==> config.mk <==
export PLATFORM = sky130hd
export DESIGN_NAME = bn_rr_arbiter_4_flat
export DESIGN_NICKNAME = d
export VERILOG_FILES = /design/src/rtl/bn_rr_arbiter_4_if.sv /design/src/rtl/bn_rr_arbiter_4.sv /design/src/flat_wrapper.sv
export SDC_FILE = /design/constraint.sdc
export NUM_CORES = 1
export LEC_CHECK = 0
export BUFFER_PORTS_ARGS = -buffer_cell sky130_fd_sc_hd__clkbuf_2
export CORE_AREA = 2 2 55 96
export CTS_CLUSTER_SIZE = 12
export DETAILED_ROUTE_END_ITERATION = 8
export DIE_AREA = 0 0 57 98
export GPL_ROUTABILITY_DRIVEN = 0
export MAX_ROUTING_LAYER = met4
export PLACE_DENSITY = 0.84
export SLEW_MARGIN = 40
export SYNTH_ARGS = -nofsm -noshare
export SYNTH_HDL_FRONTEND = slang
export SYNTH_SLANG_ARGS = --single-unit
==> constraint.sdc <==
create_clock -name clk -period 9.29 [get_ports clk]
set_input_delay 0.929 -clock clk [delete_from_list [all_inputs] [get_ports clk]]
set_output_delay 0.929 -clock clk [all_outputs]
set_load 0.01 [all_outputs]
==> src/rtl/bn_rr_arbiter_4_if.sv <==
// Requester/consumer bundle for the four-way round-robin arbiter.
// The arbiter takes the slave view; the sources and consumer side take the master view.
interface bn_rr_arbiter_4_if #(
    parameter int DATA_WIDTH = 32
);
    logic [3:0]              req;
    logic [DATA_WIDTH*4-1:0] data;
    logic [3:0]              last;
    logic                    out_ready;
    logic [3:0]              grant;
    logic                    out_valid;
    logic [DATA_WIDTH-1:0]   out_data;
    logic                    out_last;
    logic [3:0]              ack;

    modport master (
        output req, data, last, out_ready,
        input  grant, out_valid, out_data, out_last, ack
    );

    modport slave (
        input  req, data, last, out_ready,
        output grant, out_valid, out_data, out_last, ack
    );
endinterface

==> src/rtl/bn_rr_arbiter_4.sv <==
// Four-way round-robin arbiter with a registered one-hot grant steering an AND-OR data mux.
// Bursts end on the granted last bit or after MAX_BEATS accepted beats.
module bn_rr_arbiter_4 #(
    parameter int DATA_WIDTH = 32,
    parameter int MAX_BEATS  = 8
) (
    input  logic               clk,
    input  logic               rst_n,
    bn_rr_arbiter_4_if.slave   bus
);

    localparam int            CW       = (MAX_BEATS > 1) ? $clog2(MAX_BEATS) : 1;
    localparam logic [CW-1:0] CNT_LAST = CW'(MAX_BEATS - 1);

    localparam logic [0:0] S_IDLE = 1'b0;
    localparam logic [0:0] S_BUSY = 1'b1;

    logic [0:0]            state_q, state_d;
    logic [3:0]            grant_q, grant_d;
    logic [1:0]            ptr_q, ptr_d;
    logic [CW-1:0]         cnt_q, cnt_d;

    logic [1:0]            grant_idx;
    logic                  out_valid;
    logic                  out_last;
    logic                  beat_fire;
    logic                  limit_hit;
    logic                  burst_end;
    logic [DATA_WIDTH-1:0] out_data;
    logic [1:0]            arb_ptr;
    logic [1:0]            arb_idx;
    logic [3:0]            arb_win;
    logic                  arb_any;

    // NOTE: every variable written in always_comb gets a default first, otherwise a latch is inferred.
    always_comb begin
        grant_idx = 2'd0;
        for (int i = 0; i < 4; i++) begin
            if (grant_q[i]) grant_idx = 2'(i);
        end
    end

    always_comb begin
        out_valid = |(bus.req & grant_q);
        beat_fire = out_valid & bus.out_ready;
        limit_hit = (cnt_q == CNT_LAST);
        out_last  = (|(bus.last & grant_q & bus.req)) | (out_valid & limit_hit);
        burst_end = beat_fire & out_last;
        out_data  = '0;
        for (int i = 0; i < 4; i++) begin
            out_data = out_data | (bus.data[DATA_WIDTH*i +: DATA_WIDTH] & {DATA_WIDTH{grant_q[i]}});
        end
    end

    // On an end beat the search starts just past the finishing requester.
    always_comb begin
        arb_ptr = burst_end ? (grant_idx + 2'd1) : ptr_q;
        arb_win = 4'b0000;
        arb_any = 1'b0;
        arb_idx = 2'd0;
        for (int k = 0; k < 4; k++) begin
            arb_idx = arb_ptr + 2'(k);
            if (!arb_any && bus.req[arb_idx]) begin
                arb_win[arb_idx] = 1'b1;
                arb_any          = 1'b1;
            end
        end
    end

    always_comb begin
        state_d = state_q;
        grant_d = grant_q;
        ptr_d   = ptr_q;
        cnt_d   = cnt_q;
        case (state_q)
            S_IDLE: begin
                if (arb_any) begin
                    grant_d = arb_win;
                    cnt_d   = '0;
                    state_d = S_BUSY;
                end
            end
            default: begin
                if (burst_end) begin
                    ptr_d = grant_idx + 2'd1;
                    cnt_d = '0;
                    if (arb_any) begin
                        grant_d = arb_win;
                    end else begin
                        grant_d = 4'b0000;
                        state_d = S_IDLE;
                    end
                end else if (beat_fire) begin
                    cnt_d = cnt_q + 1'b1;
                end
            end
        endcase
    end

    // NOTE: sequential state uses non-blocking assignments so all flops update together at the edge.
    always_ff @(posedge clk) begin
        if (!rst_n) begin
            state_q <= S_IDLE;
            grant_q <= 4'b0000;
            ptr_q   <= 2'd0;
            cnt_q   <= '0;
        end else begin
            state_q <= state_d;
            grant_q <= grant_d;
            ptr_q   <= ptr_d;
            cnt_q   <= cnt_d;
        end
    end

    assign bus.grant     = grant_q;
    assign bus.out_valid = out_valid;
    assign bus.out_data  = out_data;
    assign bus.out_last  = out_last;
    assign bus.ack       = grant_q & {4{beat_fire}};

endmodule
==> src/flat_wrapper.sv <==
// flat-port wrapper written by rule: the top's interface ports become plain ports
module bn_rr_arbiter_4_flat 
#(
    parameter int DATA_WIDTH = 32,
    parameter int MAX_BEATS  = 8
)
  (clk, rst_n, bus_req, bus_data, bus_last, bus_out_ready, bus_grant, bus_out_valid, bus_out_data, bus_out_last, bus_ack);
  bn_rr_arbiter_4_if #(.DATA_WIDTH(DATA_WIDTH)) bus_i ();
  input  logic clk;
  input  logic rst_n;
  input wire logic [$bits(bus_i.req)-1:0] bus_req;
  input wire logic [$bits(bus_i.data)-1:0] bus_data;
  input wire logic [$bits(bus_i.last)-1:0] bus_last;
  input wire logic [$bits(bus_i.out_ready)-1:0] bus_out_ready;
  output wire logic [$bits(bus_i.grant)-1:0] bus_grant;
  output wire logic [$bits(bus_i.out_valid)-1:0] bus_out_valid;
  output wire logic [$bits(bus_i.out_data)-1:0] bus_out_data;
  output wire logic [$bits(bus_i.out_last)-1:0] bus_out_last;
  output wire logic [$bits(bus_i.ack)-1:0] bus_ack;
  assign bus_i.req = bus_req;
  assign bus_i.data = bus_data;
  assign bus_i.last = bus_last;
  assign bus_i.out_ready = bus_out_ready;
  assign bus_grant = bus_i.grant;
  assign bus_out_valid = bus_i.out_valid;
  assign bus_out_data = bus_i.out_data;
  assign bus_out_last = bus_i.out_last;
  assign bus_ack = bus_i.ack;
  bn_rr_arbiter_4 #(.DATA_WIDTH(DATA_WIDTH), .MAX_BEATS(MAX_BEATS)) u_core (.clk(clk), .rst_n(rst_n), .bus(bus_i));
endmodule
==> out/qor.yml <==
synth:
  syn-cell-area_sq_mm: 0.00186
  yosysTopAreaCellShare: 0.259
  synthArstFlopShare: 0
  yosysWarnings: 0
  synth_area_per_cell_sq_um: 7.49
  synth-edff-count: 0
  synth_area_leaders: "a22oi_1 26%, dfxtp_1 11%, nand2_1 7.7%"
  yosys_most_used_dff: "dfxtp_1"
  synthDistinctLibCells: 49
  synthCells: 248
  synth_nets: 396
  seq_area_frac_synth: 0.108
  synth.largest_area_cell: "a22oi_1"
  yosys_register_bits: 10
die:
  ios: 181
  num_rows: 34
  start_util: 0.383
  die_x_microns: 57
  core_area_sq_mm: 0.00485
  dieArea_sq_mm: 0.00559
  die_h_microns: 98
pwr:
  p_seq_frac: 0.203
  p_int_mw: 0.151
  power_mw: 0.254
  ir_drop_mv: 0.102
  pwr-share-clk: 0.212
  power_density_mw_per_mm2: 90.4
  switchingPower_mw: 0.104
  p_sw_frac: 0.408
  power_frac_comb: 0.585
  leakage_nw: 1.54
route:
  ant_nets: 0
  routed_wl_mm: 7.88
  drt_pass1_iterations: 5
  vias_per_cell: 5.71
  vias: 2690
  drt-initial-drc-count: 209
  drcViolationCount: 0
  wl_per_cell_microns: 16.7
hold_path:
  holdPathStages: 1
  holdCritStartpoint: "u_core.cnt_q[1]"
  hold_class: "reg -> reg"
  min_to: "u_core.cnt_q[1]"
global_routing:
  grt_pass1_wl_mm: 12.4
  grt_pass1_vias: 2646
  top_usage_layer: "met2"
  use_met1: 0.281
  gr-usage-met3: 0.0318
  grt_use_total: 0.279
  gr-total-overflow: 0
  antenna_found_initial: 0
  met2_usage: 0.517
  grt_start_max_net_pins: 33
place:
  dp_hpwl_mm: 6.35
  dp_cells: 467
  port-buffer-count: 180
clock_network:
  clk_pin_slew_worst_paths_ns: 0.05
  numCtsBuffers: 3
  hold_buffers: 0
  clockRootBuffer: "clkbuf_8"
  h-tree-depth: 1
  cts-resized-gates: 0
  numClockSinks: 10
  clockBufferDepth: 2
  cts_tree: "built"
  postCtsSetupBuffers: 0
  clkLatencyLatePin_ns: 0.23
job:
  maxCapViolations: 0
status:
  status: "finished clean"
worst_setup_path:
  reg2regPathDepth: 12
  r2r-end: "u_core.bus.grant[3]"
  end_kind: "register"
  crit_fanout: 26
  startpoint_type: "register"
  cp.arrival_ns: 4.02
  path_class: "reg -> reg"
  crit_required_ns: 9.40
  r2r_slack_ns: 5.38
  worstReg2RegStart: "u_core.bus.grant[2]"
finish:
  nets: 566
  finish.utilization: 0.580
  layout-drive-gt1-share: 0.511
  layout_common_cells: "180 x clkbuf_2, 64 x a22oi_1, 38 x nand2_1"
  diodes: 0
  final_common_cell: "clkbuf_2"
  stdcell_count: 471
  syn_to_final_growth_pct: 51.4
sta:
  finalMaxSlewViolations: 0
  clock_skew_ns: 0.00127
  period_minus_slack_ns: 3.91
  rsz0062_at_grt: "false"
  finalSetupTns_ns: 0
  finalHoldViolCount: 0
  slew_headroom: 0.637
  finalHoldWorstSlack_ns: 0.477
  worst_pin_slew_ns: 0.539
  fmax_mhz: 256
  finalSetupViolCount: 0
  min_period_over_period: 0.421
## worst max-delay path by stage
stage,start,to,slack (ns),cells past startpoint
global placement,bus_req[0],u_core.bus.grant[1],5.47,12
floorplan,bus_req[1],u_core.bus.grant[1],5.68,13
global route,u_core.bus.grant[2],u_core.bus.grant[3],5.16,12
finish,u_core.bus.grant[2],u_core.bus.grant[3],5.38,12
CTS,u_core.bus.grant[2],u_core.bus.grant[3],5.43,12
detailed placement,bus_req[1],u_core.bus.grant[3],5.28,12
## through the flow
step           cell area (sq um)  worst slack, ns
6_report                    2810             5.38
5_1_grt                     2810             5.16
2_1_floorplan               1860             5.68
4_1_cts                     2810             5.43
3_3_place_gp                2760             5.47
3_5_place_dp                2760             5.28
## area by class of cell
type / count / area, sq um
flip-flops and latches: 10 / 200
fillers: 447 / 2040
well taps: 54 / 67.6
inverters: 9 / 36.3
repair buffers: 184 / 931
multi-input cells: 210 / 1520
clock buffers: 4 / 55.1
## layer usage
layer  share of wire  vias up
li1                -     1313
met1            0.35     1199
met2            0.55      148
met3           0.061       30
met4           0.042        0
met5               0        -
## sequential cells by signal (all words and copies together), names as in the netlist
name	count
u_core.bus.grant	4
u_core.state_q	1
u_core.cnt_q	3
u_core.ptr_q	2
## synthesized netlist by cell type (3+ instances only)
| cell type | instances |
|---|---|
| mux2i_1 | 4 |
| a21boi_0 | 3 |
| nand2_1 | 38 |
| a21bo_2 | 3 |
| o32ai_1 | 4 |
| clkbuf_1 | 8 |
| buf_2 | 3 |
| a21oi_1 | 10 |
| and2_1 | 5 |
| nand3_1 | 11 |
| nand4_1 | 5 |
| a211oi_1 | 4 |
| buf_1 | 4 |
| a31oi_1 | 4 |
| a22oi_1 | 64 |
| nor2_1 | 5 |
| ha_1 | 9 |
| nor2b_1 | 4 |
| o21ai_0 | 5 |
| dfxtp_1 | 10 |
| nor3b_1 | 3 |
| inv_1 | 8 |
## power by group through the flow
stage | clock [mW] | sequential [mW] | combinational, mW
detailed placement | 0 | 0.0524 | 0.148
floorplan | 0 | 0.0481 | 0.0844
global route | 0.0564 | 0.0524 | 0.163
finish | 0.0538 | 0.0517 | 0.149
global placement | 0 | 0.0522 | 0.146
CTS | 0.0543 | 0.0516 | 0.149
## critical path: stages (launching register included)
cell and delay [ns]:
dfxtp_1 0.61, buf_4 0.39, a22oi_2 0.18, a21bo_4 0.29, a22oi_4 0.28, and2_4 0.26, inv_1 0.10, ha_1 0.40
mux2i_1 0.25, a21boi_0 0.49, nor3_1 0.12, o32ai_1 0.27, a31oi_1 0.12
## cells by family after synthesis
group / after synthesis / share of synthesized area
buffers and inverters: 28 / 0.0720
DFF: 10 / 0.108
and+or+nand+nor: 82 / 0.226
AOI/OAI and AO/OA: 114 / 0.506
adders and majority gates: 9 / 0.0606
muxes: 5 / 0.0276
Note: power is estimated with default switching activity, not from simulation.
